$ cat src/rtl/rx_cmd_decoder_if.sv
// rx_cmd_decoder_if: bundles the byte-receive, register-file, ALU and
// byte-transmit signals of the UART command decoder.
// The slave modport is the decoder's view; the master modport is the
// surrounding system (UART, register file, ALU) driving the decoder.
interface rx_cmd_decoder_if #(
    parameter int DATA_WIDTH          = 8,
    parameter int REGISTER_FILE_DEPTH = 16
);
    localparam int ADDR_WIDTH = $clog2(REGISTER_FILE_DEPTH);

    logic [DATA_WIDTH-1:0]   rx_data;
    logic                    rx_valid;
    logic                    rx_error;

    logic [ADDR_WIDTH-1:0]   rf_addr;
    logic [DATA_WIDTH-1:0]   rf_wr_data;
    logic                    rf_wr_en;
    logic                    rf_rd_en;
    logic [DATA_WIDTH-1:0]   rf_rd_data;
    logic                    rf_rd_valid;

    logic [3:0]              alu_func;
    logic                    alu_en;
    logic [2*DATA_WIDTH-1:0] alu_result;
    logic                    alu_valid;

    logic [DATA_WIDTH-1:0]   tx_data;
    logic                    tx_valid;
    logic                    tx_ready;

    logic                    busy;

    modport slave (
        input  rx_data, rx_valid, rx_error,
        output rf_addr, rf_wr_data, rf_wr_en, rf_rd_en,
        input  rf_rd_data, rf_rd_valid,
        output alu_func, alu_en,
        input  alu_result, alu_valid,
        output tx_data, tx_valid,
        input  tx_ready,
        output busy
    );

    modport master (
        output rx_data, rx_valid, rx_error,
        input  rf_addr, rf_wr_data, rf_wr_en, rf_rd_en,
        output rf_rd_data, rf_rd_valid,
        input  alu_func, alu_en,
        output alu_result, alu_valid,
        input  tx_data, tx_valid,
        output tx_ready,
        input  busy
    );
endinterface

$ cat src/rtl/rx_cmd_decoder.sv
// rx_cmd_decoder: turns a stream of UART bytes into register-file writes,
// register-file reads and ALU operations, and streams read/ALU results back
// over a valid/ready byte channel.
// Optional feature: define CMD_TIMEOUT_EN to abandon a command whose
// argument bytes stop arriving for TIMEOUT_CYCLES clock cycles.
module rx_cmd_decoder #(
    parameter int DATA_WIDTH          = 8,
    parameter int REGISTER_FILE_DEPTH = 16,
    parameter int TIMEOUT_CYCLES      = 4096
) (
    input  logic ref_clk,
    input  logic reset,
    rx_cmd_decoder_if.slave bus
);
    localparam int ADDR_WIDTH = $clog2(REGISTER_FILE_DEPTH);

    localparam logic [DATA_WIDTH-1:0] CMD_WRITE = DATA_WIDTH'(8'hAA);
    localparam logic [DATA_WIDTH-1:0] CMD_READ  = DATA_WIDTH'(8'hBB);
    localparam logic [DATA_WIDTH-1:0] CMD_ALU   = DATA_WIDTH'(8'hCC);
    localparam logic [DATA_WIDTH-1:0] CMD_FUNC  = DATA_WIDTH'(8'hDD);

    typedef enum logic [3:0] {
        IDLE,
        WR_ADDR,
        WR_DATA,
        RD_ADDR,
        RD_WAIT,
        ALU_A,
        ALU_B,
        ALU_FUNC,
        ALU_WAIT,
        TX_LO,
        TX_HI
    } stateT;

    stateT                 r_state;
    stateT                 w_nextState;

    logic [ADDR_WIDTH-1:0] r_rfAddr,    w_rfAddr;
    logic [DATA_WIDTH-1:0] r_rfWrData,  w_rfWrData;
    logic                  r_rfWrEn,    w_rfWrEn;
    logic                  r_rfRdEn,    w_rfRdEn;
    logic [3:0]            r_aluFunc,   w_aluFunc;
    logic                  r_aluEn,     w_aluEn;
    logic [DATA_WIDTH-1:0] r_txData,    w_txData;
    logic                  r_txValid,   w_txValid;
    logic [DATA_WIDTH-1:0] r_resultHi,  w_resultHi;

    logic                  w_accept;
    logic                  w_abort;
    logic                  w_txDone;
    logic                  w_timeoutHit;

    assign w_accept = bus.rx_valid & ~bus.rx_error;
    assign w_abort  = bus.rx_valid &  bus.rx_error;
    assign w_txDone = r_txValid & bus.tx_ready;

`ifdef CMD_TIMEOUT_EN
    localparam int CNT_W = $clog2(TIMEOUT_CYCLES + 1);

    logic [CNT_W-1:0] r_timeoutCnt;
    logic             w_argState;

    assign w_argState   = (r_state == WR_ADDR) || (r_state == WR_DATA) ||
                          (r_state == RD_ADDR) || (r_state == ALU_A)   ||
                          (r_state == ALU_B)   || (r_state == ALU_FUNC);
    assign w_timeoutHit = w_argState && !bus.rx_valid &&
                          (r_timeoutCnt == CNT_W'(TIMEOUT_CYCLES - 1));

    // Silence counter: runs only while waiting for an argument byte and
    // restarts on any byte or whenever the FSM is outside argument states.
    always_ff @(posedge ref_clk) begin
        if (reset) begin
            r_timeoutCnt <= '0;
        end else if (!w_argState || bus.rx_valid || w_timeoutHit) begin
            r_timeoutCnt <= '0;
        end else begin
            r_timeoutCnt <= r_timeoutCnt + CNT_W'(1);
        end
    end
`else
    assign w_timeoutHit = 1'b0;
`endif

    // State and output registers; strobes come from the next-state logic
    // and therefore last exactly one cycle.
    always_ff @(posedge ref_clk) begin
        if (reset) begin
            r_state    <= IDLE;
            r_rfAddr   <= '0;
            r_rfWrData <= '0;
            r_rfWrEn   <= 1'b0;
            r_rfRdEn   <= 1'b0;
            r_aluFunc  <= '0;
            r_aluEn    <= 1'b0;
            r_txData   <= '0;
            r_txValid  <= 1'b0;
            r_resultHi <= '0;
        end else begin
            r_state    <= w_nextState;
            r_rfAddr   <= w_rfAddr;
            r_rfWrData <= w_rfWrData;
            r_rfWrEn   <= w_rfWrEn;
            r_rfRdEn   <= w_rfRdEn;
            r_aluFunc  <= w_aluFunc;
            r_aluEn    <= w_aluEn;
            r_txData   <= w_txData;
            r_txValid  <= w_txValid;
            r_resultHi <= w_resultHi;
        end
    end

    // Command decode: argument states consume good bytes and abort on a
    // flagged byte; wait and transmit states ignore incoming bytes.
    always_comb begin
        w_nextState = r_state;
        w_rfAddr    = r_rfAddr;
        w_rfWrData  = r_rfWrData;
        w_rfWrEn    = 1'b0;
        w_rfRdEn    = 1'b0;
        w_aluFunc   = r_aluFunc;
        w_aluEn     = 1'b0;
        w_txData    = r_txData;
        w_txValid   = r_txValid;
        w_resultHi  = r_resultHi;

        case (r_state)
            IDLE: begin
                if (w_accept) begin
                    if (bus.rx_data == CMD_WRITE) begin
                        w_nextState = WR_ADDR;
                    end else if (bus.rx_data == CMD_READ) begin
                        w_nextState = RD_ADDR;
                    end else if (bus.rx_data == CMD_ALU) begin
                        w_nextState = ALU_A;
                    end else if (bus.rx_data == CMD_FUNC) begin
                        w_nextState = ALU_FUNC;
                    end
                end
            end
            WR_ADDR: begin
                if (w_abort) begin
                    w_nextState = IDLE;
                end else if (w_accept) begin
                    w_rfAddr    = bus.rx_data[ADDR_WIDTH-1:0];
                    w_nextState = WR_DATA;
                end
            end
            WR_DATA: begin
                if (w_abort) begin
                    w_nextState = IDLE;
                end else if (w_accept) begin
                    w_rfWrData  = bus.rx_data;
                    w_rfWrEn    = 1'b1;
                    w_nextState = IDLE;
                end
            end
            RD_ADDR: begin
                if (w_abort) begin
                    w_nextState = IDLE;
                end else if (w_accept) begin
                    w_rfAddr    = bus.rx_data[ADDR_WIDTH-1:0];
                    w_rfRdEn    = 1'b1;
                    w_nextState = RD_WAIT;
                end
            end
            RD_WAIT: begin
                if (bus.rf_rd_valid) begin
                    w_txData    = bus.rf_rd_data;
                    w_txValid   = 1'b1;
                    w_nextState = TX_HI;
                end
            end
            ALU_A: begin
                if (w_abort) begin
                    w_nextState = IDLE;
                end else if (w_accept) begin
                    w_rfAddr    = ADDR_WIDTH'(0);
                    w_rfWrData  = bus.rx_data;
                    w_rfWrEn    = 1'b1;
                    w_nextState = ALU_B;
                end
            end
            ALU_B: begin
                if (w_abort) begin
                    w_nextState = IDLE;
                end else if (w_accept) begin
                    w_rfAddr    = ADDR_WIDTH'(1);
                    w_rfWrData  = bus.rx_data;
                    w_rfWrEn    = 1'b1;
                    w_nextState = ALU_FUNC;
                end
            end
            ALU_FUNC: begin
                if (w_abort) begin
                    w_nextState = IDLE;
                end else if (w_accept) begin
                    w_aluFunc   = bus.rx_data[3:0];
                    w_aluEn     = 1'b1;
                    w_nextState = ALU_WAIT;
                end
            end
            ALU_WAIT: begin
                if (bus.alu_valid) begin
                    w_txData    = bus.alu_result[DATA_WIDTH-1:0];
                    w_resultHi  = bus.alu_result[2*DATA_WIDTH-1:DATA_WIDTH];
                    w_txValid   = 1'b1;
                    w_nextState = TX_LO;
                end
            end
            TX_LO: begin
                if (w_txDone) begin
                    w_txData    = r_resultHi;
                    w_nextState = TX_HI;
                end
            end
            TX_HI: begin
                if (w_txDone) begin
                    w_txValid   = 1'b0;
                    w_nextState = IDLE;
                end
            end
            default: begin
                w_nextState = IDLE;
                w_txValid   = 1'b0;
            end
        endcase

        if (w_timeoutHit) begin
            w_nextState = IDLE;
        end
    end

    assign bus.rf_addr    = r_rfAddr;
    assign bus.rf_wr_data = r_rfWrData;
    assign bus.rf_wr_en   = r_rfWrEn;
    assign bus.rf_rd_en   = r_rfRdEn;
    assign bus.alu_func   = r_aluFunc;
    assign bus.alu_en     = r_aluEn;
    assign bus.tx_data    = r_txData;
    assign bus.tx_valid   = r_txValid;
    assign bus.busy       = (r_state != IDLE);

endmodule

$ cat src/flat_wrapper.sv
// flat-port wrapper written by rule: the top's interface ports become plain ports
module rx_cmd_decoder_flat 
#(
    parameter int DATA_WIDTH          = 8,
    parameter int REGISTER_FILE_DEPTH = 16,
    parameter int TIMEOUT_CYCLES      = 4096
)
  (ref_clk, reset, bus_rx_data, bus_rx_valid, bus_rx_error, bus_rf_addr, bus_rf_wr_data, bus_rf_wr_en, bus_rf_rd_en, bus_rf_rd_data, bus_rf_rd_valid, bus_alu_func, bus_alu_en, bus_alu_result, bus_alu_valid, bus_tx_data, bus_tx_valid, bus_tx_ready, bus_busy);
  rx_cmd_decoder_if #(.DATA_WIDTH(DATA_WIDTH), .REGISTER_FILE_DEPTH(REGISTER_FILE_DEPTH)) bus_i ();
  input  logic ref_clk;
  input  logic reset;
  input wire logic [$bits(bus_i.rx_data)-1:0] bus_rx_data;
  input wire logic [$bits(bus_i.rx_valid)-1:0] bus_rx_valid;
  input wire logic [$bits(bus_i.rx_error)-1:0] bus_rx_error;
  output wire logic [$bits(bus_i.rf_addr)-1:0] bus_rf_addr;
  output wire logic [$bits(bus_i.rf_wr_data)-1:0] bus_rf_wr_data;
  output wire logic [$bits(bus_i.rf_wr_en)-1:0] bus_rf_wr_en;
  output wire logic [$bits(bus_i.rf_rd_en)-1:0] bus_rf_rd_en;
  input wire logic [$bits(bus_i.rf_rd_data)-1:0] bus_rf_rd_data;
  input wire logic [$bits(bus_i.rf_rd_valid)-1:0] bus_rf_rd_valid;
  output wire logic [$bits(bus_i.alu_func)-1:0] bus_alu_func;
  output wire logic [$bits(bus_i.alu_en)-1:0] bus_alu_en;
  input wire logic [$bits(bus_i.alu_result)-1:0] bus_alu_result;
  input wire logic [$bits(bus_i.alu_valid)-1:0] bus_alu_valid;
  output wire logic [$bits(bus_i.tx_data)-1:0] bus_tx_data;
  output wire logic [$bits(bus_i.tx_valid)-1:0] bus_tx_valid;
  input wire logic [$bits(bus_i.tx_ready)-1:0] bus_tx_ready;
  output wire logic [$bits(bus_i.busy)-1:0] bus_busy;
  assign bus_i.rx_data = bus_rx_data;
  assign bus_i.rx_valid = bus_rx_valid;
  assign bus_i.rx_error = bus_rx_error;
  assign bus_rf_addr = bus_i.rf_addr;
  assign bus_rf_wr_data = bus_i.rf_wr_data;
  assign bus_rf_wr_en = bus_i.rf_wr_en;
  assign bus_rf_rd_en = bus_i.rf_rd_en;
  assign bus_i.rf_rd_data = bus_rf_rd_data;
  assign bus_i.rf_rd_valid = bus_rf_rd_valid;
  assign bus_alu_func = bus_i.alu_func;
  assign bus_alu_en = bus_i.alu_en;
  assign bus_i.alu_result = bus_alu_result;
  assign bus_i.alu_valid = bus_alu_valid;
  assign bus_tx_data = bus_i.tx_data;
  assign bus_tx_valid = bus_i.tx_valid;
  assign bus_i.tx_ready = bus_tx_ready;
  assign bus_busy = bus_i.busy;
  rx_cmd_decoder #(.DATA_WIDTH(DATA_WIDTH), .REGISTER_FILE_DEPTH(REGISTER_FILE_DEPTH), .TIMEOUT_CYCLES(TIMEOUT_CYCLES)) u_core (.ref_clk(ref_clk), .reset(reset), .bus(bus_i));
endmodule
$ cat config.mk
export PLATFORM = sky130hd
export DESIGN_NAME = rx_cmd_decoder_flat
export DESIGN_NICKNAME = d
export VERILOG_FILES = /design/src/rtl/rx_cmd_decoder_if.sv /design/src/rtl/rx_cmd_decoder.sv /design/src/flat_wrapper.sv
export SDC_FILE = /design/constraint.sdc
export NUM_CORES = 1
export LEC_CHECK = 0
export CORE_AREA = 4 4 70 72
export DETAILED_ROUTE_END_ITERATION = 8
export DIE_AREA = 0 0 74 76
export HOLD_SLACK_MARGIN = 0.03
export PLACE_DENSITY = 0.81
export SLEW_MARGIN = 20
export SYNTH_ARGS = -nofsm -noshare
export SYNTH_HDL_FRONTEND = slang
export SYNTH_SLANG_ARGS = --single-unit
$ cat constraint.sdc
create_clock -name ref_clk -period 3.9 [get_ports ref_clk]
set_clock_uncertainty 0.05 [all_clocks]
set_input_delay 0.78 -clock ref_clk [delete_from_list [all_inputs] [get_ports ref_clk]]
set_output_delay 0.78 -clock ref_clk [all_outputs]
set_load 0.05 [all_outputs]
==> results of run 1 <==
flip-flops by register name, summed over array words and instances (netlist names), 4 cells and up:
| name | count |
|---|---|
| u_core.bus.alu_func | 4 |
| u_core.bus.rf_addr | 4 |
| u_core.bus.rf_wr_data | 8 |
| u_core.bus.tx_data | 8 |
| u_core.r_resultHi | 8 |
| u_core.r_state | 4 |
worst max-delay path: cells and delay by family, from the launching register on:
kind,cells,cell delay [ns]
AND/OR/NAND/NOR,2,0.37
buffers and inverters,1,0.80
flip-flops,1,0.77
cell type report:
cell class,instances,area share [%]
flip-flops and latches,40,28.6
multi-input cells,166,39.7
repair buffers,69,24.5
well taps,52,2.33
clock inverters,1,1.07
clock buffers,7,3.45
inverters,2,0.268
metal layers:
layer	global-route usage, %	part of all wire (%)
met5	0	0
met2	29.3	48
met4	6.16	1.5
met3	3.69	4.9
met1	23.1	45
cells in the mapped netlist, types with 2 or more instances:
cell       count
mux2i_1       31
a21oi_2        2
a21oi_1       16
nand2_1       21
buf_6          2
a211o_1        8
inv_1          2
dfxtp_1       40
xnor2_1        2
nand4bb_1      2
nor2b_1        3
o21ai_0        2
nor2_1        35
nor3b_1        4
buf_4          2
and2_1         2
or3b_1         2
clkbuf_1       6
buf_2          5
o21ai_2        2
xor2_1         3
nor3_1         5
nand3_1        5
worst paths after layout:
| check | slack [ns] | endpoint | cells past startpoint |
|---|---|---|---|
| max | 0.83 | bus_busy | 3 |
| min | 0.40 | u_core.bus.tx_data[4] | 2 |
| max reg2reg | 1.42 | u_core.r_resultHi[5] | 4 |
| min reg2reg | 0.40 | u_core.bus.tx_data[4] | 2 |
where the power goes:
part	leakage, nW	switching [W]	internal (W)
clock network	0.0645	0.000145	0.000226
registers	0.323	0.0000691	0.000454
logic	0.647	0.000400	0.000284
total	1.03	0.000614	0.000964
through the flow:
stage               setup slack, ns  hold slack [ns]
finish                        0.827            0.405
global route                  0.712            0.431
CTS                           0.839            0.408
detailed placement             1.18            0.397
global placement               1.22            0.392
floorplan                      1.95            0.413
logic make-up after synthesis:
family | Yosys count | share of synthesized area (%)
buffers and inverters | 18 | 4.80
AND/OR/NAND/NOR | 88 | 22.3
XOR/XNOR | 5 | 2.18
flip-flops | 40 | 39.9
multiplexers | 31 | 15.5
AO/OA/AOI/OAI | 42 | 15.4
==> impl_metrics.env, run 1 <==
export IMPL_globalplace_congestion=0.812
export IMPL_critical_path_class="flop to output pin"
export IMPL_reg2reg_from="u_core.r_state[3]"
export IMPL_cp_start_kind="flop"
export IMPL_max_slew_margin_pct=51.5
export IMPL_core_rowCount=24
export IMPL_yosysTopAreaCell="dfxtp_1"
export IMPL_p_per_area_mw_per_mm2=564
export IMPL_finalSetupTns_ns=0
export IMPL_start_util_pct=46.8
export IMPL_grt_pass1_wl_mm=8.14
export IMPL_drt_iter0_drc=130
export IMPL_netlist_area_leader_share_pct=39.9
export IMPL_die_w_um=74
export IMPL_seq_area_um2=801
export IMPL_startpoint="u_core.r_state[2]"
export IMPL_synth_cell_type_count=45
export IMPL_peakVddDrop_mv=0.243
export IMPL_dieArea_mm2=0.00562
export IMPL_hold_start="u_core.bus.tx_data[4]"
export IMPL_grt_usage_pct=18.0
export IMPL_die_y_um=76
export IMPL_max_slew_worst_pin_slew_ns=0.727
export IMPL_cts_resized=0
export IMPL_rsz0062_at_grt="no"
export IMPL_place_area_mm2=0.00267
export IMPL_dr_total_vias=1829
export IMPL_hold_buffers=0
export IMPL_clk_pin_slew_worst_paths_ns=0.08
export IMPL_postSynthCellCount=224
export IMPL_portBuffers=67
export IMPL_synth_edf_count=0
export IMPL_syn_avg_cell_area_um2=8.97
export IMPL_place_inst=329
export IMPL_ys_top_cells_by_area="dfxtp_1 (40%), mux2i_1 (15%), nor2_1 (6.5%)"
export IMPL_status="finished clean"
export IMPL_clkLatencyLatePin_ns=0.29
export IMPL_post_drt_wl_per_cell_um=14.7
export IMPL_fillers=381
export IMPL_critPathMaxStageDelay_ns=0.80
export IMPL_power_w=0.00158
export IMPL_cts_buffer_depth=2
export IMPL_clock_sinks=40
export IMPL_cp_max_fo=19
export IMPL_async_reset_ff_share_pct=0
export IMPL_drt_total_wl_mm=4.95
export IMPL_critPathSlowestCell="clkdlybuf4s50_1"
export IMPL_final_hold_viol_count=0
export IMPL_ys_seq_elements=40
export IMPL_max_cap_violations=0
export IMPL_antenna_found_initial=0
export IMPL_cp_end_kind="output pin"
export IMPL_grt_start_max_net_pins=41
export IMPL_diodes=0
export IMPL_max_freq_ghz=0.325
export IMPL_final_util_pct=65.1
export IMPL_ctsRootBufferMaster="clkbuf_8"
export IMPL_min_delay_path_class="flop to flop"
export IMPL_synthesis_nets=263
export IMPL_coreArea_mm2=0.00429
export IMPL_cts_tree="yes"
export IMPL_drive_gt1_share_pct=7.37
export IMPL_grt_pass1_vias=1803
export IMPL_synth_area_mm2=0.00201
export IMPL_ys_seq_area_share_pct=39.9
export IMPL_overflow=0
export IMPL_drt_vias_per_instance=5.43
export IMPL_area_delta_synth_final_pct=39.3
export IMPL_cts_made_buffers=5
export IMPL_nNetsFinal=323
export IMPL_fin_cells=337
export IMPL_p_leak_nw=1.03
export IMPL_synth_main_ff_cell="dfxtp_1"
export IMPL_ant_nets=0
export IMPL_stdcell_area_mm2=0.00280
export IMPL_drc=0
export IMPL_dpl_hpwl_mm=3.48
export IMPL_layout_common_cells="clkdlybuf4s50_1 (67), dfxtp_1 (40), nor2_1 (35), mux2i_1 (31), nand2_1 (21)"
export IMPL_synth_warnings=0
export IMPL_finalMaxSlewViolations=0
export IMPL_finalSetupViolations=0
export IMPL_path_cells="or2_0 > or3_4 > clkdlybuf4s50_1"
export IMPL_h_tree_depth=2
export IMPL_final_common_cell="clkdlybuf4s50_1"
export IMPL_cp_data_arrival_time_ns=2.24
export IMPL_timing_final_crit_share_pct=78.8
export IMPL_cp_required_ns=3.07
export IMPL_cts_setup_buffers=0
export IMPL_post_route_min_period_ns=3.07
export IMPL_multi_input_area_mm2=0.00111
export IMPL_ioPinCount=68
export IMPL_dr_pass1_iters=4
Note: power is estimated with default switching activity, not from simulation.
==> run 2: changes to the inputs <==
Settings changed: CORE_AREA 4 4 70 72 to 4 4 75 77, DIE_AREA 0 0 74 76 to 0 0 79 81, PLACE_DENSITY 0.81 to 0.74.
Clock period 3.9 ns to 2.6 ns, I/O delays scaled along.
==> run 2 against run 1 <==
Net effect:
- non-clock buffer count increased by 6
- count of clock-buffer cells in the layout decreased by 1
- global-route usage decreased by 1.7 points
- sequential cell count unchanged
- design area increased by 2.1%
- sequential power increased by 53%
- total power increased by 51%
- wire length increased by 1.6%
- final cell count increased by 7.1%
- register-to-register slack got worse by 0.90 ns
- first-iteration DRC count decreased by 3.8%
- via count increased by 0.22%
==> impl_metrics.env, run 2 (synthesis results as in run 1) <==
export IMPL_timing_final_crit_share_pct=86.3
export IMPL_seq_area_um2=801
export IMPL_whs_ns=0.401
export IMPL_grt_pass1_wl_mm=8.30
export IMPL_finalSetupTns_ns=0
export IMPL_area_delta_synth_final_pct=42.2
export IMPL_max_slew_worst_pin_slew_ns=0.807
export IMPL_clkPwrFrac_pct=21.0
export IMPL_switching_power_w=0.000936
export IMPL_ant_nets=0
export IMPL_max_cap_violations=0
export IMPL_critical_path_class="flop to output pin"
export IMPL_cp_required_ns=2.03
export IMPL_cts_made_buffers=5
export IMPL_cts_resized=0
export IMPL_post_drt_wl_per_cell_um=13.9
export IMPL_dpl_hpwl_mm=3.69
export IMPL_fin_cells=361
export IMPL_start_util_pct=40.1
export IMPL_overflow=0
export IMPL_power_switching_share_pct=39.2
export IMPL_cts_setup_buffers=0
export IMPL_final_hold_viol_count=0
export IMPL_final_common_cell="clkdlybuf4s50_1"
export IMPL_min_delay_path_class="flop to flop"
export IMPL_drt_iter0_drc=125
export IMPL_clkLatencyLatePin_ns=0.29
export IMPL_drive_gt1_share_pct=9.28
export IMPL_pre_cts_slack_ns=0.227
export IMPL_status="finished clean"
export IMPL_cp_start_kind="flop"
export IMPL_pwr_share_comb_pct=45.5
export IMPL_place_inst=353
export IMPL_core_rowCount=26
export IMPL_coreArea_mm2=0.00501
export IMPL_multi_input_area_mm2=0.00111
export IMPL_portBuffers=67
export IMPL_fillers=486
export IMPL_diodes=0
export IMPL_dr_pass1_iters=5
export IMPL_postLayoutSetupSlackWorst_ns=0.355
export IMPL_die_y_um=81
export IMPL_max_slew_margin_pct=46.1
export IMPL_layout_common_cells="clkdlybuf4s50_1 (66), dfxtp_1 (40), nor2_1 (35), mux2i_1 (31), nand2_1 (21)"
export IMPL_clk_pin_slew_worst_paths_ns=0.07
export IMPL_cts_buffer_depth=2
export IMPL_peakVddDrop_mv=0.327
export IMPL_cp_max_fo=19
export IMPL_hold_buffers=0
export IMPL_p_leak_nw=1.06
export IMPL_final_util_pct=57.0
export IMPL_dieArea_mm2=0.00640
export IMPL_p_int_w=0.00145
export IMPL_grt_start_max_net_pins=41
export IMPL_finalSetupViolations=0
export IMPL_grt_pass1_vias=1794
export IMPL_drc=0
export IMPL_dr_total_vias=1833
export IMPL_ioPinCount=68
export IMPL_cts_tree="yes"
export IMPL_drt_total_wl_mm=5.03
export IMPL_globalplace_congestion=0.812
export IMPL_rsz0062_at_grt="no"
export IMPL_grt_usage_pct=16.3
export IMPL_clock_sinks=40
export IMPL_antenna_found_initial=0
export IMPL_finalMaxSlewViolations=0
export IMPL_p_per_area_mw_per_mm2=836
export IMPL_cp_data_arrival_time_ns=1.67
export IMPL_max_freq_ghz=0.446
export IMPL_drt_vias_per_instance=5.08
export IMPL_post_route_min_period_ns=2.24
export IMPL_die_w_um=79
export IMPL_cp_end_kind="output pin"
export IMPL_seqPwrFrac_pct=33.5
export IMPL_ctsRootBufferMaster="clkbuf_8"
export IMPL_nNetsFinal=329
export IMPL_h_tree_depth=2
## run 2: changes by cell type in the layout (fill, tap and decap cells not counted)
cell and change:
buf_4 +6, clkbuf_8 -2, buf_12 +1, clkbuf_1 +1
clkdlybuf4s50_1 -1, clkinv_2 +1
## run 2: power by group through the flow
stage | registers (W) | clock network, W | logic, W
floorplan | 0.000858 | 0 | 0.000730
global placement | 0.000811 | 0 | 0.00108
detailed placement | 0.000812 | 0 | 0.00108
CTS | 0.000799 | 0.000517 | 0.00109
global route | 0.000817 | 0.000545 | 0.00118
finish | 0.000800 | 0.000503 | 0.00109
## run 2: worst paths after layout
| kind | slack, ns | end | start | cells past startpoint |
|---|---|---|---|---|
| worst min-delay path | 0.40 | u_core.bus.rf_addr[0] | u_core.bus.rf_addr[0] | 2 |
| worst max-delay path | 0.36 | bus_busy | u_core.r_state[2] | 3 |
| worst max register to register | 0.52 | u_core.r_state[2] | u_core.r_state[0] | 5 |
| worst min register to register | 0.40 | u_core.bus.rf_addr[0] | u_core.bus.rf_addr[0] | 2 |
## run 2: layout make-up
type	count	share of cell area [%]
clock buffers	6	2.54
clock inverters	2	1.23
inverters	2	0.263
multi-input cells	166	38.9
flip-flops and latches	40	28.0
well taps	70	3.07
repair buffers	75	25.9
## run 2: stage by stage
step	total power (W)	cell area, µm²
after floorplan	0.00159	2010
after global placement	0.00189	2750
after global routing	0.00254	2860
after detailed placement	0.00189	2750
final	0.00239	2860
after CTS	0.00240	2860
## run 2: per-layer routing
layer  part of all wire [%]  wire length (µm)  global-route usage, %
met4                    1.6                80                   6.70
met3                    5.5               277                   4.10
met2                     47              2380                   26.0
met5                      0                 0                      0
met1                     46              2290                   20.9
## run 2: critical path, stage by stage, from the launching register on
cell and delay (ns):
dfxtp_1 0.52, or2_0 0.32, or3_4 0.38, buf_12 0.16
==> run 3: changes to the inputs <==
Settings changed: CORE_AREA 4 4 75 77 to 4 4 90 92, DIE_AREA 0 0 79 81 to 0 0 94 96, PLACE_DENSITY 0.74 to 0.54.
==> run 3 against run 2 <==
Net effect:
- design area grew 2.2%
- largest cell class unchanged
- clock power grew 10%
- hold slack gained 0.0011 ns
- fmax shrank 0.53%
- critical path depth is the same
- total power grew 2.6%
- critical endpoint unchanged
==> impl_metrics.env, run 3 (synthesis results as in run 1) <==
export IMPL_cp_start_kind="flop"
export IMPL_clock_sinks=40
export IMPL_grt_usage_pct=12.2
export IMPL_r2r_end="u_core.r_resultHi[5]"
export IMPL_grt_pass1_wl_mm=8.69
export IMPL_met1_length_mm=2.59
export IMPL_core_rowCount=31
export IMPL_p_int_w=0.00151
export IMPL_cts_made_buffers=5
export IMPL_dr_pass1_iters=4
export IMPL_finalMaxSlewViolations=0
export IMPL_dpl_hpwl_mm=3.98
export IMPL_die_y_um=96
export IMPL_drt_iter0_drc=73
export IMPL_layout_common_cells="clkdlybuf4s50_1 (66), dfxtp_1 (40), nor2_1 (35), mux2i_1 (31), nand2_1 (21)"
export IMPL_drc=0
export IMPL_max_slew_margin_pct=54.5
export IMPL_cp_end_kind="output pin"
export IMPL_clkPwrFrac_pct=22.7
export IMPL_hold_buffers=0
export IMPL_critical_path_class="flop to output pin"
export IMPL_post_drt_wl_per_cell_um=13.8
export IMPL_post_route_min_period_ns=2.26
export IMPL_grt_pass1_vias=1760
export IMPL_portBuffers=67
export IMPL_critical_path_endpoint="bus_busy"
export IMPL_area_delta_synth_final_pct=45.3
export IMPL_dr_wl_met2_mm=2.40
export IMPL_drive_gt1_share_pct=9.93
export IMPL_start_util_pct=27.8
export IMPL_drt_vias_per_instance=4.67
export IMPL_cts_tree="yes"
export IMPL_finalSetupViolations=0
export IMPL_pwr_share_comb_pct=45.8
export IMPL_max_cap_violations=0
export IMPL_clkLatencyLatePin_ns=0.29
export IMPL_dr_total_vias=1826
export IMPL_status="finished clean"
export IMPL_max_freq_ghz=0.443
export IMPL_diodes=0
export IMPL_power_switching_share_pct=38.3
export IMPL_final_hold_viol_count=0
export IMPL_finalSetupTns_ns=0
export IMPL_cp_max_fo=19
export IMPL_peakVddDrop_mv=0.227
export IMPL_cts_resized=0
export IMPL_timing_final_crit_share_pct=86.8
export IMPL_h_tree_depth=2
export IMPL_switching_power_w=0.000939
export IMPL_final_common_cell="clkdlybuf4s50_1"
export IMPL_cp_data_arrival_time_ns=1.69
export IMPL_cts_setup_buffers=0
export IMPL_min_delay_path_class="flop to flop"
export IMPL_nNetsFinal=330
export IMPL_cp_required_ns=2.03
export IMPL_max_slew_worst_pin_slew_ns=0.681
export IMPL_p_per_area_mw_per_mm2=840
export IMPL_fillers=750
export IMPL_dieArea_mm2=0.00902
export IMPL_cts_buffer_depth=2
export IMPL_antenna_found_initial=0
export IMPL_p_leak_nw=1.07
export IMPL_power_w=0.00245
export IMPL_seqPwrFrac_pct=31.5
export IMPL_seq_area_um2=801
export IMPL_overflow=0
export IMPL_startpoint="u_core.r_state[2]"
export IMPL_die_w_um=94
export IMPL_r2r_setup_slack_ns=0.59
export IMPL_top_layer="met4"
export IMPL_grt_start_max_net_pins=41
export IMPL_ant_nets=0
export IMPL_multi_input_area_mm2=0.00111
export IMPL_reg2reg_from="u_core.r_state[2]"
export IMPL_wl_met3_um=316
export IMPL_rr_worst_depth=5
export IMPL_ioPinCount=68
export IMPL_drt_total_wl_mm=5.38
export IMPL_clk_pin_slew_worst_paths_ns=0.08
export IMPL_rsz0062_at_grt="no"
export IMPL_coreArea_mm2=0.00721
export IMPL_globalplace_congestion=0.784
export IMPL_ctsRootBufferMaster="clkbuf_8"
[run 3: cell count changes in the layout (fill, tap and decap cells not counted), sizes merged]
cell    before  now
buf          9   10
clkinv       1    0
clkbuf       6    7
[run 3: worst max-delay path: stages (launching register included)]
cell,delay [ns]
dfxtp_1,0.53
or2_0,0.33
or3_4,0.38
buf_12,0.16
[run 3: per-stage QoR]
| step | area (µm²) | utilization [%] | worst slack (ns) | instances | hold slack, ns |
|---|---|---|---|---|---|
| global placement | 2790 | 38.7 | 0.291 | 383 | 0.389 |
| global route | 2920 | 40.4 | 0.253 | 391 | 0.436 |
| CTS | 2920 | 40.4 | 0.323 | 391 | 0.406 |
| floorplan | 2010 | - | 0.807 | 224 | 0.413 |
| detailed placement | 2790 | 38.7 | 0.233 | 383 | 0.396 |
| finish | 2920 | 40.4 | 0.343 | 391 | 0.402 |
[run 3: cell type report]
cell class              instances  share of cell area, %
flip-flops and latches         40                   27.4
clock inverters                 1                   1.03
clock buffers                   7                   3.30
well taps                      99                   4.25
inverters                       2                  0.257
multi-input cells             166                   38.1
repair buffers                 76                   25.6
[run 3: per-layer routing]
layer	vias up	global-route usage (%)
met5	-	0
li1	920	-
met2	48	18.3
met3	6	3.75
met4	0	3.61
met1	852	16.9
[run 3: power by group through the flow]
stage	Combinational, W	Sequential [W]	Clock, W
6_report	0.00112	0.000772	0.000555
5_1_grt	0.00122	0.000788	0.000607
4_1_cts	0.00114	0.000773	0.000580
3_5_place_dp	0.00113	0.000787	0
3_3_place_gp	0.00113	0.000787	0
2_1_floorplan	0.000730	0.000858	0
[run 3: worst min-delay path by stage]
stage	start	end	slack [ns]	cells after the start
finish	u_core.bus.rf_addr[0]	u_core.bus.rf_addr[0]	0.40	2
floorplan	u_core.r_resultHi[0]	u_core.r_resultHi[0]	0.41	2
CTS	u_core.bus.rf_addr[2]	u_core.bus.rf_addr[2]	0.41	2
global route	u_core.bus.rf_addr[0]	u_core.bus.rf_addr[0]	0.44	2
global placement	u_core.bus.rf_addr[3]	u_core.bus.rf_addr[3]	0.39	2
detailed placement	u_core.bus.rf_addr[0]	u_core.bus.rf_addr[0]	0.40	2
